### src/rtl/exception_controller_pkg.sv
// Shared exception codes, FSM encoding and the per-cycle take descriptor
// used by the exception controller.
package exception_controller_pkg;

    localparam logic [31:0] HANDLER_VEC_DEF = 32'h8000_0180;

    localparam logic [4:0] EXC_INT  = 5'd0;
    localparam logic [4:0] EXC_ADEL = 5'd4;
    localparam logic [4:0] EXC_ADES = 5'd5;
    localparam logic [4:0] EXC_SYS  = 5'd8;
    localparam logic [4:0] EXC_BP   = 5'd9;
    localparam logic [4:0] EXC_RI   = 5'd10;
    localparam logic [4:0] EXC_OV   = 5'd12;

    typedef enum logic {
        ST_NORMAL  = 1'b0,
        ST_HANDLER = 1'b1
    } state_e;

    // flush is {MEM, EX, ID, IF}
    typedef struct packed {
        logic        take;
        logic [4:0]  code;
        logic [3:0]  flush;
        logic [31:0] pc;
    } take_t;

endpackage

### src/rtl/exception_controller_if.sv
// Pipeline <-> exception controller signal bundle.
interface exception_controller_if #(parameter int IRQ_W = 6);

    logic             Stall;
    logic             Exc_IF_AdEL;
    logic [31:0]      PC_IF;
    logic             Exc_ID_RI;
    logic             Exc_ID_Sys;
    logic             Exc_ID_Brk;
    logic             Eret_ID;
    logic [31:0]      PC_ID;
    logic             Exc_EX_Ov;
    logic [31:0]      PC_EX;
    logic             Exc_MEM_AdEL;
    logic             Exc_MEM_AdES;
    logic [31:0]      PC_MEM;
    logic [IRQ_W-1:0] IRQ;
    logic [IRQ_W-1:0] IRQ_Mask;
    logic [31:0]      EPC_In;

    logic             EPC_Enable;
    logic [31:0]      EPC_PC;
    logic [4:0]       Cause_ExcCode;
    logic             Status_EXL;
    logic             Flush_IF;
    logic             Flush_ID;
    logic             Flush_EX;
    logic             Flush_MEM;
    logic             PC_Redirect;
    logic [31:0]      Redirect_Target;
    logic [7:0]       Exc_Count;

    modport master (
        output Stall, Exc_IF_AdEL, PC_IF, Exc_ID_RI, Exc_ID_Sys, Exc_ID_Brk,
               Eret_ID, PC_ID, Exc_EX_Ov, PC_EX, Exc_MEM_AdEL, Exc_MEM_AdES,
               PC_MEM, IRQ, IRQ_Mask, EPC_In,
        input  EPC_Enable, EPC_PC, Cause_ExcCode, Status_EXL, Flush_IF,
               Flush_ID, Flush_EX, Flush_MEM, PC_Redirect, Redirect_Target,
               Exc_Count
    );

    modport slave (
        input  Stall, Exc_IF_AdEL, PC_IF, Exc_ID_RI, Exc_ID_Sys, Exc_ID_Brk,
               Eret_ID, PC_ID, Exc_EX_Ov, PC_EX, Exc_MEM_AdEL, Exc_MEM_AdES,
               PC_MEM, IRQ, IRQ_Mask, EPC_In,
        output EPC_Enable, EPC_PC, Cause_ExcCode, Status_EXL, Flush_IF,
               Flush_ID, Flush_EX, Flush_MEM, PC_Redirect, Redirect_Target,
               Exc_Count
    );

endinterface

### src/rtl/exception_controller_irq_sync.sv
// Per-bit flop chain bringing the asynchronous IRQ lines into the CLK domain.
module irq_synchronizer #(
    parameter int WIDTH  = 6,
    parameter int STAGES = 2
) (
    input  logic             CLK,
    input  logic             RST,
    input  logic [WIDTH-1:0] i_async,
    output logic [WIDTH-1:0] o_sync
);

    logic [STAGES-1:0][WIDTH-1:0] r_chain;

    always_ff @(posedge CLK or negedge RST) begin
        if (!RST) r_chain <= '0;
        else      r_chain <= {r_chain[STAGES-2:0], i_async};
    end

    assign o_sync = r_chain[STAGES-1];

endmodule

### src/rtl/exception_controller.sv
// Oldest-first exception/IRQ arbitration, EPC/flush/redirect generation and
// the NORMAL/HANDLER sequencer that owns Status.EXL and Cause.
module exception_controller
    import exception_controller_pkg::*;
#(
    parameter logic [31:0] HANDLER_VEC = HANDLER_VEC_DEF,
    parameter int          IRQ_W       = 6,
    parameter int          SYNC_STAGES = 2
) (
    input logic                   CLK,
    input logic                   RST,
    exception_controller_if.slave bus
);

    state_e           r_state, w_state_nxt;
    logic [4:0]       r_cause;
    logic [7:0]       r_count;
    logic [IRQ_W-1:0] w_irq_sync;
    logic             w_irq_pend, w_id_ok, w_eret;
    take_t            w_take;

    logic             w_epc_en, w_redirect;
    logic [31:0]      w_epc_pc, w_target;
    logic [3:0]       w_flush;

    irq_synchronizer #(.WIDTH(IRQ_W), .STAGES(SYNC_STAGES)) u_irq_sync (
        .CLK     (CLK),
        .RST     (RST),
        .i_async (bus.IRQ),
        .o_sync  (w_irq_sync)
    );

    assign w_irq_pend = (|(w_irq_sync & bus.IRQ_Mask)) && (r_state == ST_NORMAL);
    assign w_id_ok    = !bus.Stall;

    // Oldest stage first; an ERET outside the handler decodes as RI.
    always_comb begin
        w_take = '0;
        w_eret = 1'b0;
        if (bus.Exc_MEM_AdEL)
            w_take = '{1'b1, EXC_ADEL, 4'b1111, bus.PC_MEM};
        else if (bus.Exc_MEM_AdES)
            w_take = '{1'b1, EXC_ADES, 4'b1111, bus.PC_MEM};
        else if (w_irq_pend)
            w_take = '{1'b1, EXC_INT, 4'b0111, bus.PC_EX};
        else if (bus.Exc_EX_Ov)
            w_take = '{1'b1, EXC_OV, 4'b0111, bus.PC_EX};
        else if (w_id_ok && (bus.Exc_ID_RI || (bus.Eret_ID && r_state == ST_NORMAL)))
            w_take = '{1'b1, EXC_RI, 4'b0011, bus.PC_ID};
        else if (w_id_ok && bus.Exc_ID_Sys)
            w_take = '{1'b1, EXC_SYS, 4'b0011, bus.PC_ID};
        else if (w_id_ok && bus.Exc_ID_Brk)
            w_take = '{1'b1, EXC_BP, 4'b0011, bus.PC_ID};
        else if (w_id_ok && bus.Eret_ID)
            w_eret = 1'b1;
        else if (w_id_ok && bus.Exc_IF_AdEL)
            w_take = '{1'b1, EXC_ADEL, 4'b0001, bus.PC_IF};
    end

    always_ff @(posedge CLK or negedge RST) begin
        if (!RST) begin
            r_state <= ST_NORMAL;
            r_cause <= '0;
            r_count <= '0;
        end else begin
            r_state <= w_state_nxt;
            if (w_take.take) begin
                r_cause <= w_take.code;
                if (r_count != 8'hFF) r_count <= r_count + 8'd1;
            end
        end
    end

    // Strobes are forced low while reset is held so nothing redirects.
    always_comb begin
        w_state_nxt = r_state;
        w_epc_en    = 1'b0;
        w_epc_pc    = '0;
        w_flush     = '0;
        w_redirect  = 1'b0;
        w_target    = '0;
        if (RST) begin
            if (w_take.take) begin
                w_state_nxt = ST_HANDLER;
                w_flush     = w_take.flush;
                w_redirect  = 1'b1;
                w_target    = HANDLER_VEC;
                if (r_state == ST_NORMAL) begin
                    w_epc_en = 1'b1;
                    w_epc_pc = w_take.pc;
                end
            end else if (w_eret) begin
                w_state_nxt = ST_NORMAL;
                w_flush     = 4'b0001;
                w_redirect  = 1'b1;
                w_target    = bus.EPC_In;
            end
        end
    end

    assign bus.EPC_Enable      = w_epc_en;
    assign bus.EPC_PC          = w_epc_pc;
    assign bus.Flush_IF        = w_flush[0];
    assign bus.Flush_ID        = w_flush[1];
    assign bus.Flush_EX        = w_flush[2];
    assign bus.Flush_MEM       = w_flush[3];
    assign bus.PC_Redirect     = w_redirect;
    assign bus.Redirect_Target = w_target;
    assign bus.Cause_ExcCode   = r_cause;
    assign bus.Status_EXL      = (r_state == ST_HANDLER);
    assign bus.Exc_Count       = r_count;

endmodule

### src/flat_wrapper.sv
// flat-port wrapper written by rule: the top's interface ports become plain ports
module exception_controller_flat import exception_controller_pkg::*;
#(
    parameter logic [31:0] HANDLER_VEC = HANDLER_VEC_DEF,
    parameter int          IRQ_W       = 6,
    parameter int          SYNC_STAGES = 2
)
  (CLK, RST, bus_Stall, bus_Exc_IF_AdEL, bus_PC_IF, bus_Exc_ID_RI, bus_Exc_ID_Sys, bus_Exc_ID_Brk, bus_Eret_ID, bus_PC_ID, bus_Exc_EX_Ov, bus_PC_EX, bus_Exc_MEM_AdEL, bus_Exc_MEM_AdES, bus_PC_MEM, bus_IRQ, bus_IRQ_Mask, bus_EPC_In, bus_EPC_Enable, bus_EPC_PC, bus_Cause_ExcCode, bus_Status_EXL, bus_Flush_IF, bus_Flush_ID, bus_Flush_EX, bus_Flush_MEM, bus_PC_Redirect, bus_Redirect_Target, bus_Exc_Count);
  exception_controller_if #(.IRQ_W(IRQ_W)) bus_i ();
  input logic CLK;
  input logic RST;
  input wire logic [$bits(bus_i.Stall)-1:0] bus_Stall;
  input wire logic [$bits(bus_i.Exc_IF_AdEL)-1:0] bus_Exc_IF_AdEL;
  input wire logic [$bits(bus_i.PC_IF)-1:0] bus_PC_IF;
  input wire logic [$bits(bus_i.Exc_ID_RI)-1:0] bus_Exc_ID_RI;
  input wire logic [$bits(bus_i.Exc_ID_Sys)-1:0] bus_Exc_ID_Sys;
  input wire logic [$bits(bus_i.Exc_ID_Brk)-1:0] bus_Exc_ID_Brk;
  input wire logic [$bits(bus_i.Eret_ID)-1:0] bus_Eret_ID;
  input wire logic [$bits(bus_i.PC_ID)-1:0] bus_PC_ID;
  input wire logic [$bits(bus_i.Exc_EX_Ov)-1:0] bus_Exc_EX_Ov;
  input wire logic [$bits(bus_i.PC_EX)-1:0] bus_PC_EX;
  input wire logic [$bits(bus_i.Exc_MEM_AdEL)-1:0] bus_Exc_MEM_AdEL;
  input wire logic [$bits(bus_i.Exc_MEM_AdES)-1:0] bus_Exc_MEM_AdES;
  input wire logic [$bits(bus_i.PC_MEM)-1:0] bus_PC_MEM;
  input wire logic [$bits(bus_i.IRQ)-1:0] bus_IRQ;
  input wire logic [$bits(bus_i.IRQ_Mask)-1:0] bus_IRQ_Mask;
  input wire logic [$bits(bus_i.EPC_In)-1:0] bus_EPC_In;
  output wire logic [$bits(bus_i.EPC_Enable)-1:0] bus_EPC_Enable;
  output wire logic [$bits(bus_i.EPC_PC)-1:0] bus_EPC_PC;
  output wire logic [$bits(bus_i.Cause_ExcCode)-1:0] bus_Cause_ExcCode;
  output wire logic [$bits(bus_i.Status_EXL)-1:0] bus_Status_EXL;
  output wire logic [$bits(bus_i.Flush_IF)-1:0] bus_Flush_IF;
  output wire logic [$bits(bus_i.Flush_ID)-1:0] bus_Flush_ID;
  output wire logic [$bits(bus_i.Flush_EX)-1:0] bus_Flush_EX;
  output wire logic [$bits(bus_i.Flush_MEM)-1:0] bus_Flush_MEM;
  output wire logic [$bits(bus_i.PC_Redirect)-1:0] bus_PC_Redirect;
  output wire logic [$bits(bus_i.Redirect_Target)-1:0] bus_Redirect_Target;
  output wire logic [$bits(bus_i.Exc_Count)-1:0] bus_Exc_Count;
  assign bus_i.Stall = bus_Stall;
  assign bus_i.Exc_IF_AdEL = bus_Exc_IF_AdEL;
  assign bus_i.PC_IF = bus_PC_IF;
  assign bus_i.Exc_ID_RI = bus_Exc_ID_RI;
  assign bus_i.Exc_ID_Sys = bus_Exc_ID_Sys;
  assign bus_i.Exc_ID_Brk = bus_Exc_ID_Brk;
  assign bus_i.Eret_ID = bus_Eret_ID;
  assign bus_i.PC_ID = bus_PC_ID;
  assign bus_i.Exc_EX_Ov = bus_Exc_EX_Ov;
  assign bus_i.PC_EX = bus_PC_EX;
  assign bus_i.Exc_MEM_AdEL = bus_Exc_MEM_AdEL;
  assign bus_i.Exc_MEM_AdES = bus_Exc_MEM_AdES;
  assign bus_i.PC_MEM = bus_PC_MEM;
  assign bus_i.IRQ = bus_IRQ;
  assign bus_i.IRQ_Mask = bus_IRQ_Mask;
  assign bus_i.EPC_In = bus_EPC_In;
  assign bus_EPC_Enable = bus_i.EPC_Enable;
  assign bus_EPC_PC = bus_i.EPC_PC;
  assign bus_Cause_ExcCode = bus_i.Cause_ExcCode;
  assign bus_Status_EXL = bus_i.Status_EXL;
  assign bus_Flush_IF = bus_i.Flush_IF;
  assign bus_Flush_ID = bus_i.Flush_ID;
  assign bus_Flush_EX = bus_i.Flush_EX;
  assign bus_Flush_MEM = bus_i.Flush_MEM;
  assign bus_PC_Redirect = bus_i.PC_Redirect;
  assign bus_Redirect_Target = bus_i.Redirect_Target;
  assign bus_Exc_Count = bus_i.Exc_Count;
  exception_controller #(.HANDLER_VEC(HANDLER_VEC), .IRQ_W(IRQ_W), .SYNC_STAGES(SYNC_STAGES)) u_core (.CLK(CLK), .RST(RST), .bus(bus_i));
endmodule
### config.mk
export PLATFORM = sky130hd
export DESIGN_NAME = exception_controller_flat
export DESIGN_NICKNAME = d
export VERILOG_FILES = /design/src/rtl/exception_controller_pkg.sv /design/src/rtl/exception_controller_if.sv /design/src/rtl/exception_controller_irq_sync.sv /design/src/rtl/exception_controller.sv /design/src/flat_wrapper.sv
export SDC_FILE = /design/constraint.sdc
export NUM_CORES = 1
export LEC_CHECK = 0
export BUFFER_PORTS_ARGS = -buffer_cell sky130_fd_sc_hd__buf_2
export CORE_AREA = 2 2 105 107
export CTS_BUF_LIST = sky130_fd_sc_hd__clkbuf_16
export CTS_CLUSTER_DIAMETER = 60
export DETAILED_ROUTE_END_ITERATION = 12
export DIE_AREA = 0 0 107 109
export PLACE_DENSITY = 0.61
export SYNTH_ARGS = -nofsm -noshare
export SYNTH_HDL_FRONTEND = slang
export SYNTH_SLANG_ARGS = --single-unit
### constraint.sdc
create_clock -name CLK -period 3.5 [get_ports CLK]
set_input_delay 0.7 -clock CLK [delete_from_list [all_inputs] [get_ports CLK]]
set_output_delay 0.7 -clock CLK [all_outputs]
set_load 0.05 [all_outputs]
==> results of run 1 <==
[synth_stat cells (2+ instances only)]
| library cell | n |
|---|---|
| o21ai_0 | 4 |
| nand3_1 | 4 |
| nand2_1 | 8 |
| nor4_1 | 34 |
| xor2_1 | 3 |
| buf_4 | 5 |
| nor3_1 | 35 |
| a21oi_1 | 3 |
| nand2b_1 | 3 |
| or2_2 | 2 |
| nor2b_1 | 3 |
| a31oi_1 | 3 |
| a2111oi_0 | 31 |
| and2_1 | 63 |
| a21boi_0 | 3 |
| clkbuf_1 | 26 |
| nor2_1 | 41 |
| a22oi_1 | 4 |
| dfrtp_1 | 25 |
| inv_1 | 4 |
[power by group]
group,leakage (µW),switching (µW),internal (µW)
Sequential,0.000294,60.3,344
Clock,0.0000415,107,158
Combinational,0.00188,394,208
[cells by family after synthesis]
family	count (synthesis)	share of synthesized area [%]
xor+xnor	4	1.47
flops	25	26.3
fa+ha+maj	1	0.525
simple gates	199	45.6
other cells	1	0.157
compound gates	56	19.0
buf+inv	36	6.51
mux	1	0.473
[worst max-delay path: cells and delay by family]
kind	cells	cell delay (ns)
compound gates	1	0.06
buf+inv	4	0.78
simple gates	4	1.13
[area by class of cell]
type	instances	share of cell area [%]
Multi-Input combinational cell	262	44.3
Tap cell	140	3.70
Clock buffer	3	1.59
Inverter	4	0.317
Clock inverter	1	0.185
Timing Repair Buffer	305	36.7
Sequential cell	25	13.2
[metrics by stage]
step           total power, µW  setup TNS, ns
2_1_floorplan              768        -0.0991
3_3_place_gp               999              0
3_5_place_dp              1010              0
4_1_cts                   1280              0
5_1_grt                   1350        -0.0215
6_report                  1270              0
[state kept, by name, indices dropped and copies added, names as in the netlist]
signal                     flops
u_core.u_irq_sync.o_sync       6
u_core.bus.Cause_ExcCode       4
u_core.bus.Status_EXL          1
u_core.bus.Exc_Count           8
u_core.u_irq_sync.r_chain      6
[worst paths after layout]
kind                                               from                          end  slack (ns)  depth (start not counted)
max in group asynchronous                           RST  u_core.bus.Cause_ExcCode[0]        2.69                          2
max reg2reg                       u_core.bus.Status_EXL      u_core.bus.Exc_Count[1]        1.33                          5
min                        u_core.u_irq_sync.r_chain[3]  u_core.u_irq_sync.o_sync[3]        0.35                          0
min in group asynchronous                           RST      u_core.bus.Exc_Count[5]        0.54                          2
max                                           bus_Stall               bus_EPC_PC[13]        0.12                          9
min reg2reg                u_core.u_irq_sync.r_chain[3]  u_core.u_irq_sync.o_sync[3]        0.35                          0
[per-layer routing]
layer / vias to the layer above / wire length [µm] / GRT usage [%]
met5: - / 0 / 0
met2: 168 / 5900 / 33.3
met3: 13 / 916 / 2.99
met1: 1685 / 4330 / 21.3
li1: 1754 / - / -
met4: 0 / 164 / 4.08
[timing repair]
| action | 4_1_cts | 5_1_grt |
|---|---|---|
| buffers inserted | 0 | 0 |
| gates resized for setup | 0 | 34 |
| setup endpoints to repair | 0 | 25 |
==> results.md, run 1 <==
- Delay of the slowest critical-path stage: 0.52 ns
- I/O pin count: 267
- Warnings, synthesis: 0
- Most frequent standard cell in the layout excluding fill and tap cells: buf_2
- Post-CTS Hold Fix Bufs: 0
- Slowest stage cell on the critical path: or3b_2
- Half-perimeter wire length after detailed placement: 9310 µm
- Async set-or-reset flop fraction in the synthesized netlist: 100%
- Via count normalized by instance count: 4.89
- Post-route DRC violation count: 0
- Cell at the root of the clock tree: clkbuf_16
- Deepest level of the CTS H-tree: 1
- Critical path capture point type: output pin
- Final Cycle Share: 96.7%
- Ys flop type: dfrtp_1
- Die X: 107 µm
- Cell type with the largest total area after synthesis: dfrtp_1
- Rel. slew slack: 44.0%
- # rows: 38
- Endpoints failing setup: 0
- Nets: 785
- Count of placed standard cells including taps: 736
- Clock transition at the registers of the reported paths: 0.06 ns
- Power density over the cells: 268 mW/mm²
- Deepest clock path buffer count: 2
- Die Footprint: 0.0117 mm²
- Finished Cell Area: 0.00473 mm²
- Share of the synthesized area in the top cell type: 26.3%
- Total CTS buffers: 3
- Area Overhead vs Synth: 98.7%
- Detailed Route WL: 11300 µm
- Reported leakage power: 0.00222 µW
- Global-route wire length before repair: 16700 µm
- Maximum vdd drop: 0.653 mV
- Critical path data arrival time: 2.68 ns
- Element type at the critical path start: input pin
- Most frequent cells in the layout: buf_2 (252), and2_1 (63), buf_4 (40), nor2_1 (38), nor3_1 (35)
- Share of final-layout standard cells stronger than drive strength 1: 58.5%
- Number of hold violations in the final report: 0
- Maximum clock frequency: 295 MHz
- RePlAce Congestion: 0.876
- Total grt overflow: 0
- Overall Global Routing Usage: 17.8%
- Worst hold slack: 0.350 ns
- Max-capacitance violation count: 0
- Final Worst Setup Slack: 0.116 ns
- Via count: 3620
- RSZ-0062 raised after global routing: true
- CP Data Required Time: 2.80 ns
- Multi-input combinational cell area: 0.00210 mm²
- Number of global-route vias before repair: 3469
- Gate count of the mapped netlist: 323
- Top post-synthesis cells by area: dfrtp_1 (26%), and2_1 (17%), a2111oi_0 (11%)
- Initial DRT Pass Iterations: 4
- Pins over their slew limit: 0
- Placed standard-cell area: 0.00460 mm²
- Worst Hold Class: register to register
- Clock latency reported for the late side of the worst-skew pair: 0.26 ns
- Worst path cell trace: buf_2 > or3b_2 > nor4_4 > buf_6 > and2_1 > a2111oi_0 > buf_4 > nor4_4 > buf_2
- Area of the placeable core: 0.0106 mm²
- Initial cell density of the core: 22.5%
- Antenna cell count: 0
- Setup clock skew after layout: 0.00261 ns
- Fillers: 1058
- Mean area per synthesized cell: 7.38 µm²
- Number of enable flip-flop cells after synthesis: 0
- Remaining antenna violation count after routing: 0
- Register cell area after layout: 626 µm²
- Routed len/inst: 15.3 µm
- Detailed Route Iter0 Violations: 153
- Syn_nets: 507
- Synthesized area: 0.00238 mm²
- Maximum number of pins on one net before global-route repair: 41
- Initial antenna violation count: 0
- Non-filler instance count after layout: 740
- Number of sinks on the clock net: 25
- Post-place setup slack: 0.0338 ns
- Final min period: 3.38 ns
- Count of port buffers added during placement: 265
- Height of the die: 109 µm
- Result of the run: completed
- Finished Core Util: 44.6%
- Distinct cell type count of the synthesized netlist: 39
- Critical setup path kind: input pin to output pin
- Clock tree from TritonCTS: built
- Number of storage elements in the synthesis netlist: 25
- Actual transition at the worst max-transition pin: 0.818 ns
- Sequential cell area fraction in the yosys report: 26.3%
- Max FO, Critical Path: 20
(Power assumes the default switching activity.)
==> run 2, diff against run 1 <==
Settings changed: CELL_PAD_IN_SITES_DETAIL_PLACEMENT from default to 1, CELL_PAD_IN_SITES_GLOBAL_PLACEMENT from default to 1, CORE_AREA 2 2 105 107 to default, CORE_ASPECT_RATIO from default to 1.2, CORE_MARGIN from default to 2, CORE_UTILIZATION from default to 21, DIE_AREA 0 0 107 109 to default, PLACE_DENSITY 0.61 to 0.84.
==> run 2 against run 1 <==
Critical path depth is 1 lower. Critical path type unchanged. Cell count shrank 2.4%. Highest routed layer unchanged. Core utilization is 2.3 points lower. Critical endpoint is now bus_EPC_PC[14]. Die area rose by 4.7%. Design area shrank 1.3%. Maximum frequency is 1.9% lower. Clock skew about the same.
==> results.md, run 2 (synthesis gave the netlist of run 1 again) <==
- Result of the run: completed
- Half-perimeter wire length after detailed placement: 10400 µm (+11%)
- Post-route DRC violation count: 0 (unchanged)
- Power density over the cells: 271 mW/mm² (+1.1%)
- I/O pin count: 267 (unchanged)
- Worst Hold Class: input pin to asynchronous set/reset pin
- Nets: 774 (-1.4%)
- Share of final-layout standard cells stronger than drive strength 1: 57.9% (-0.61 points)
- Via count: 3628 (+0.22%)
- Rel. slew slack: 44.5% (+0.45 points)
- Post-CTS Hold Fix Bufs: 0 (unchanged)
- Element type at the critical path start: input pin
- Deepest level of the CTS H-tree: 1 (unchanged)
- Count of placed standard cells including taps: 715 (-2.9%)
- Final min period: 3.45 ns (+0.0653 ns)
- Setup clock skew after layout: 0.00264 ns (+0.0000324 ns)
- Actual transition at the worst max-transition pin: 0.812 ns (-0.00654 ns)
- Cell at the root of the clock tree: clkbuf_16
- Number of hold violations in the final report: 0 (unchanged)
- Initial cell density of the core: 21.6% (-0.88 points)
- Die Footprint: 0.0122 mm² (+4.7%)
- Critical path data arrival time: 2.75 ns (+0.07 ns)
- Via count normalized by instance count: 5.02 (+2.7%)
- Remaining antenna violation count after routing: 0 (unchanged)
- Endpoints failing setup: 0 (unchanged)
- Max reg flops: 8 (unchanged)
- Top cell by count, worst path: buf_2
- Deepest clock path buffer count: 2 (unchanged)
- Max FO, Critical Path: 20 (unchanged)
- Detailed Route Iter0 Violations: 101 (-34%)
- Overall Global Routing Usage: 19.8% (+2.0 points)
- Delay of the slowest critical-path stage: 0.74 ns (+0.22 ns)
- CP Data Required Time: 2.80 ns (about the same)
- Finished Cell Area: 0.00467 mm² (-1.3%)
- Clock tree from TritonCTS: built
- Die X: 101 µm (-5.4%)
- Total grt overflow: 0 (unchanged)
- Critical setup path kind: input pin to output pin
- Final Worst Setup Slack: 0.0504 ns (-0.0653 ns)
- Total CTS buffers: 3 (unchanged)
- Initial DRT Pass Iterations: 4 (unchanged)
- RSZ-0062 raised after global routing: true
- Count of port buffers added during placement: 265 (unchanged)
- Pins over their slew limit: 0 (unchanged)
- Height of the die: 121 µm (+11%)
- Number of sinks on the clock net: 25 (unchanged)
- Detailed Route WL: 12800 µm (+14%)
- Clock latency reported for the late side of the worst-skew pair: 0.26 ns (about the same)
- Global-route wire length before repair: 19300 µm (+16%)
- Final Cycle Share: 98.6% (+1.9 points)
- Register-to-Register Setup Slack: 1.32 ns (about the same)
- Maximum vdd drop: 0.617 mV (-5.5%)
- RePlAce Congestion: 0.938 (+7.1%)
- Max-capacitance violation count: 0 (unchanged)
- Worst path cell trace: buf_2 > a22oi_1 > a31oi_1 > or2_2 > buf_12 > a2111oi_0 > nor4_4 > buf_2
- # rows: 42 (+11%)
- Post-place setup slack: 0.00337 ns (-0.0305 ns)
- Critical path capture point type: output pin
- Most frequent cells in the layout: buf_2 (262), and2_1 (63), nor2_1 (38), nor3_1 (35), nor4_4 (30)
- Area Overhead vs Synth: 96.1%
- Placed standard-cell area: 0.00450 mm² (-2.1%)
- Maximum clock frequency: 290 MHz (-1.9%)
- Most frequent standard cell in the layout excluding fill and tap cells: buf_2
- Non-filler instance count after layout: 722 (-2.4%)
- Number of global-route vias before repair: 3888 (+12%)
- Routed len/inst: 17.8 µm (+16%)
- Area of the placeable core: 0.0110 mm² (+4.1%)
- Slowest stage cell on the critical path: a2111oi_0
- Accumulated negative setup slack: 0 ns (unchanged)
- Clock transition at the registers of the reported paths: 0.06 ns (about the same)
- Reported leakage power: 0.00219 µW (-1.2%)
- Maximum number of pins on one net before global-route repair: 69 (+68%)
- Initial antenna violation count: 1 (+1)
- Tot Pwr: 1270 µW (-0.27%)
-- run 2: cell types whose count changed in the layout (fill, tap and decap cells not counted), moves of 2 or more --
cell,before,now
clkbuf_4,6,0
a2111oi_0,18,13
buf_2,252,262
buf_4,40,23
a2111oi_1,13,18
buf_12,6,8
-- run 2: power by group --
part / leakage [µW] / switching (µW) / total (µW) / internal [µW]
registers: 0.000294 / 59.8 / 404 / 344
logic: 0.00186 / 403 / 609 / 206
clock network: 0.0000409 / 100 / 254 / 154
-- run 2: final cells by class --
type / instances / area (µm²)
well taps: 132 / 165
clock buffers: 3 / 75.1
flip-flops and latches: 25 / 626
repair buffers: 294 / 1680
multi-input cells: 262 / 2110
diodes: 1 / 2.50
inverters: 4 / 15.0
clock inverters: 1 / 5.00
fillers: 1358 / 6360
-- run 2: metal layers --
layer  GRT usage [%]  part of all wire (%)  up-vias
li1                -                     -     1725
met3            4.80                   8.8       12
met1            21.2                    37     1701
met2            38.4                    53      190
met5               0                     0        -
met4            3.97                   1.3        0
-- run 2: final timing paths --
check                                              from                          end  cells past startpoint
max reg2reg                       u_core.bus.Status_EXL      u_core.bus.Exc_Count[1]                      5
min                                                 RST        u_core.bus.Status_EXL                      1
max                                     bus_IRQ_Mask[0]               bus_EPC_PC[14]                      8
min in group CLK           u_core.u_irq_sync.r_chain[3]  u_core.u_irq_sync.o_sync[3]                      0
min reg2reg                u_core.u_irq_sync.r_chain[3]  u_core.u_irq_sync.o_sync[3]                      0
max in group asynchronous                           RST  u_core.bus.Cause_ExcCode[1]                      2
-- run 2: stage by stage --
| step | util (%) | hold WS [ns] |
|---|---|---|
| floorplan | - | 0.331 |
| CTS | 42.1 | 0.261 |
| finish | 42.3 | 0.258 |
| global route | 42.3 | 0.248 |
| detailed placement | 40.8 | 0.340 |
| global placement | 40.8 | 0.334 |
-- run 2: repair_timing --
item                                    4_1_cts  5_1_grt
buffers inserted                              1        0
cloned                                        1        0
endpoints found under the setup margin       10       22
gates resized for setup                       4       18
pin swaps                                     1        0
-- run 2: critical path, delay by kind of cell --
kind,cells,cell delay (ns)
buffers and inverters,3,0.53
AOI/OAI and AO/OA,3,1.03
and+or+nand+nor,2,0.48
==> run 3, diff against run 2 <==
Settings changed: REMOVE_ABC_BUFFERS from default to 1.
==> run 3 against run 2 <==
Global-route usage down 0.81 points. Cell count down 1.5%. Non-clock buffer count down 16. Clock power down 3%. Setup slack better by 0.031 ns. Core utilization down 5.8 points. Sequential cell count unchanged. Largest power group unchanged.
==> results.md, run 3 (synthesis gave the netlist of run 1 again) <==
- Worst hold slack: 0.350 ns (+0.0913 ns)
- Pins over their slew limit: 0 (unchanged)
- Area Overhead vs Synth: 69.3%
- Initial antenna violation count: 7 (+6)
- Number of hold violations in the final report: 0 (unchanged)
- Slowest stage cell on the critical path: or3b_2
- Initial cell density of the core: 21.6% (unchanged)
- Nets: 759 (-1.9%)
- Endpoints failing setup: 0 (unchanged)
- Top cell by count, worst path: buf_2
- Setup clock skew after layout: 0.00446 ns (+0.00182 ns)
- Met2 layer usage reported by global route: 33.9% (-4.6 points)
- Reported leakage power: 0.00206 µW (-5.9%)
- Critical setup path kind: input pin to output pin
- Power density over the cells: 302 mW/mm² (+11%)
- Detailed Route Iter0 Violations: 95 (-5.9%)
- Final Cycle Share: 97.7% (-0.89 points)
- Worst path cell trace: buf_2 > or3b_2 > nor4_4 > buf_12 > and2_1 > a2111oi_0 > nor4_1 > buf_2
- Post-CTS Hold Fix Bufs: 0 (unchanged)
- Half-perimeter wire length after detailed placement: 9810 µm (-5.3%)
- Remaining antenna violation count after routing: 0 (unchanged)
- Critical path data arrival time: 2.72 ns (-0.03 ns)
- # rows: 42 (unchanged)
- Clock transition at the registers of the reported paths: 0.06 ns (about the same)
- Busiest grt layer: met2
- Clock tree from TritonCTS: built
- Delay of the slowest critical-path stage: 0.54 ns (-0.20 ns)
- Via count: 3627 (-0.028%)
- Result of the run: completed
- Maximum vdd drop: 0.552 mV (-11%)
- Height of the die: 121 µm (unchanged)
- Count of port buffers added during placement: 265 (unchanged)
- Deepest level of the CTS H-tree: 1 (unchanged)
- Accumulated negative setup slack: 0 ns (unchanged)
- Routed len/inst: 17.6 µm (-0.80%)
- Met1 Use GR: 20.4% (-0.84 points)
- Max-capacitance violation count: 0 (unchanged)
- Number of sinks on the clock net: 25 (unchanged)
- Total CTS buffers: 3 (unchanged)
- Worst setup path startpoint: bus_Stall
- Total grt overflow: 0 (unchanged)
- Share of final-layout standard cells stronger than drive strength 1: 51.4% (-6.5 points)
- Global-route wire length before repair: 18600 µm (-3.7%)
- Startpoint of the lowest-slack register-to-register path: u_core.bus.Status_EXL
- Max reg flops: 8 (unchanged)
- Maximum clock frequency: 293 MHz (+0.91%)
- Final min period: 3.42 ns (-0.0310 ns)
- Max FO, Critical Path: 32 (+60%)
- Most frequent standard cell in the layout excluding fill and tap cells: buf_2
- RePlAce Congestion: 0.805 (-14%)
- Overall Global Routing Usage: 19.0% (-0.81 points)
- Maximum number of pins on one net before global-route repair: 68 (-1.4%)
- Finished Cell Area: 0.00403 mm² (-14%)
- Most frequent cells in the layout: buf_2 (262), and2_1 (63), nor2_1 (38), nor4_1 (34), nor3_1 (34)
- Clock latency reported for the late side of the worst-skew pair: 0.26 ns (about the same)
- Die Footprint: 0.0122 mm² (unchanged)
- Element type at the critical path start: input pin
- Detailed Route WL: 12500 µm (-2.3%)
- Cell at the root of the clock tree: clkbuf_16
- Actual transition at the worst max-transition pin: 0.692 ns (-0.120 ns)
- Source of the worst hold timing path: u_core.u_irq_sync.r_chain[0]
- Non-filler instance count after layout: 711 (-1.5%)
- CP Data Required Time: 2.80 ns (about the same)
- Critical path capture point type: output pin
- Global routing usage on met3: 7.63% (+2.8 points)
- Post-route DRC violation count: 0 (unchanged)
- Via count normalized by instance count: 5.10 (+1.5%)
- Count of placed standard cells including taps: 701 (-2.0%)
- Rel. slew slack: 53.4% (+8.9 points)
- I/O pin count: 267 (unchanged)
- RSZ-0062 raised after global routing: false
- Number of global-route vias before repair: 3778 (-2.8%)
- Initial DRT Pass Iterations: 4 (unchanged)
- Deepest clock path buffer count: 2 (unchanged)
- Placed standard-cell area: 0.00390 mm² (-13%)
- Area of the placeable core: 0.0110 mm² (unchanged)
- Die X: 101 µm (unchanged)
- Worst Hold Class: register to register
[run 3: worst max-delay path, delay by kind of cell]
kind                   cells  cell delay [ns]
AO/OA/AOI/OAI              1             0.07
AND/OR/NAND/NOR            4             1.23
buffers and inverters      3             0.70
[run 3: what timing repair did]
| action | CTS | global route |
|---|---|---|
| setup buffers | 0 | 0 |
| gates resized for setup | 4 | 5 |
| pin swaps | 1 | 2 |
| gates cloned | 1 | 0 |
| setup endpoints to repair | 33 | 32 |
[run 3: power by group]
group | internal [µW] | switching (µW) | total [µW]
clock network | 154 | 92.8 | 246
registers | 344 | 59.7 | 404
logic | 192 | 376 | 568
[run 3: metrics by stage]
| stage | utilization, % | power [µW] | worst slack [ns] |
|---|---|---|---|
| final | 36.5 | 1220 | 0.0814 |
| after global routing | 36.5 | 1300 | 0.00340 |
| after CTS | 36.3 | 1220 | 0.000751 |
| after detailed placement | 35.3 | 971 | -0.663 |
| after global placement | 35.3 | 950 | -0.474 |
| after floorplan | - | 734 | -1.14 |
[run 3: metal layers]
| metal | part of all wire, % | vias up |
|---|---|---|
| li1 | - | 1705 |
| met1 | 37 | 1691 |
| met2 | 49 | 207 |
| met3 | 12 | 20 |
| met4 | 1.7 | 4 |
| met5 | 0.24 | - |
[run 3: final timing paths]
| check | to | slack (ns) | cells after the start |
|---|---|---|---|
| worst min-delay path | u_core.u_irq_sync.o_sync[0] | 0.35 | 0 |
| worst min register to register | u_core.u_irq_sync.o_sync[0] | 0.35 | 0 |
| worst max-delay path | bus_EPC_PC[16] | 0.08 | 8 |
| min in group asynchronous | u_core.u_irq_sync.o_sync[1] | 0.51 | 2 |
| worst max register to register | u_core.bus.Exc_Count[1] | 1.23 | 5 |
| max in group asynchronous | u_core.bus.Exc_Count[3] | 2.73 | 2 |
[run 3: area by class of cell]
| type | count | area (µm²) |
|---|---|---|
| antenna | 5 | 12.5 |
| clock buffer | 3 | 75.1 |
| clock inverter | 1 | 5.00 |
| fill | 1404 | 7000 |
| inverter | 4 | 15.0 |
| multi-input combinational | 263 | 1650 |
| sequential | 25 | 626 |
| tap | 132 | 165 |
| timing repair buffer | 278 | 1480 |
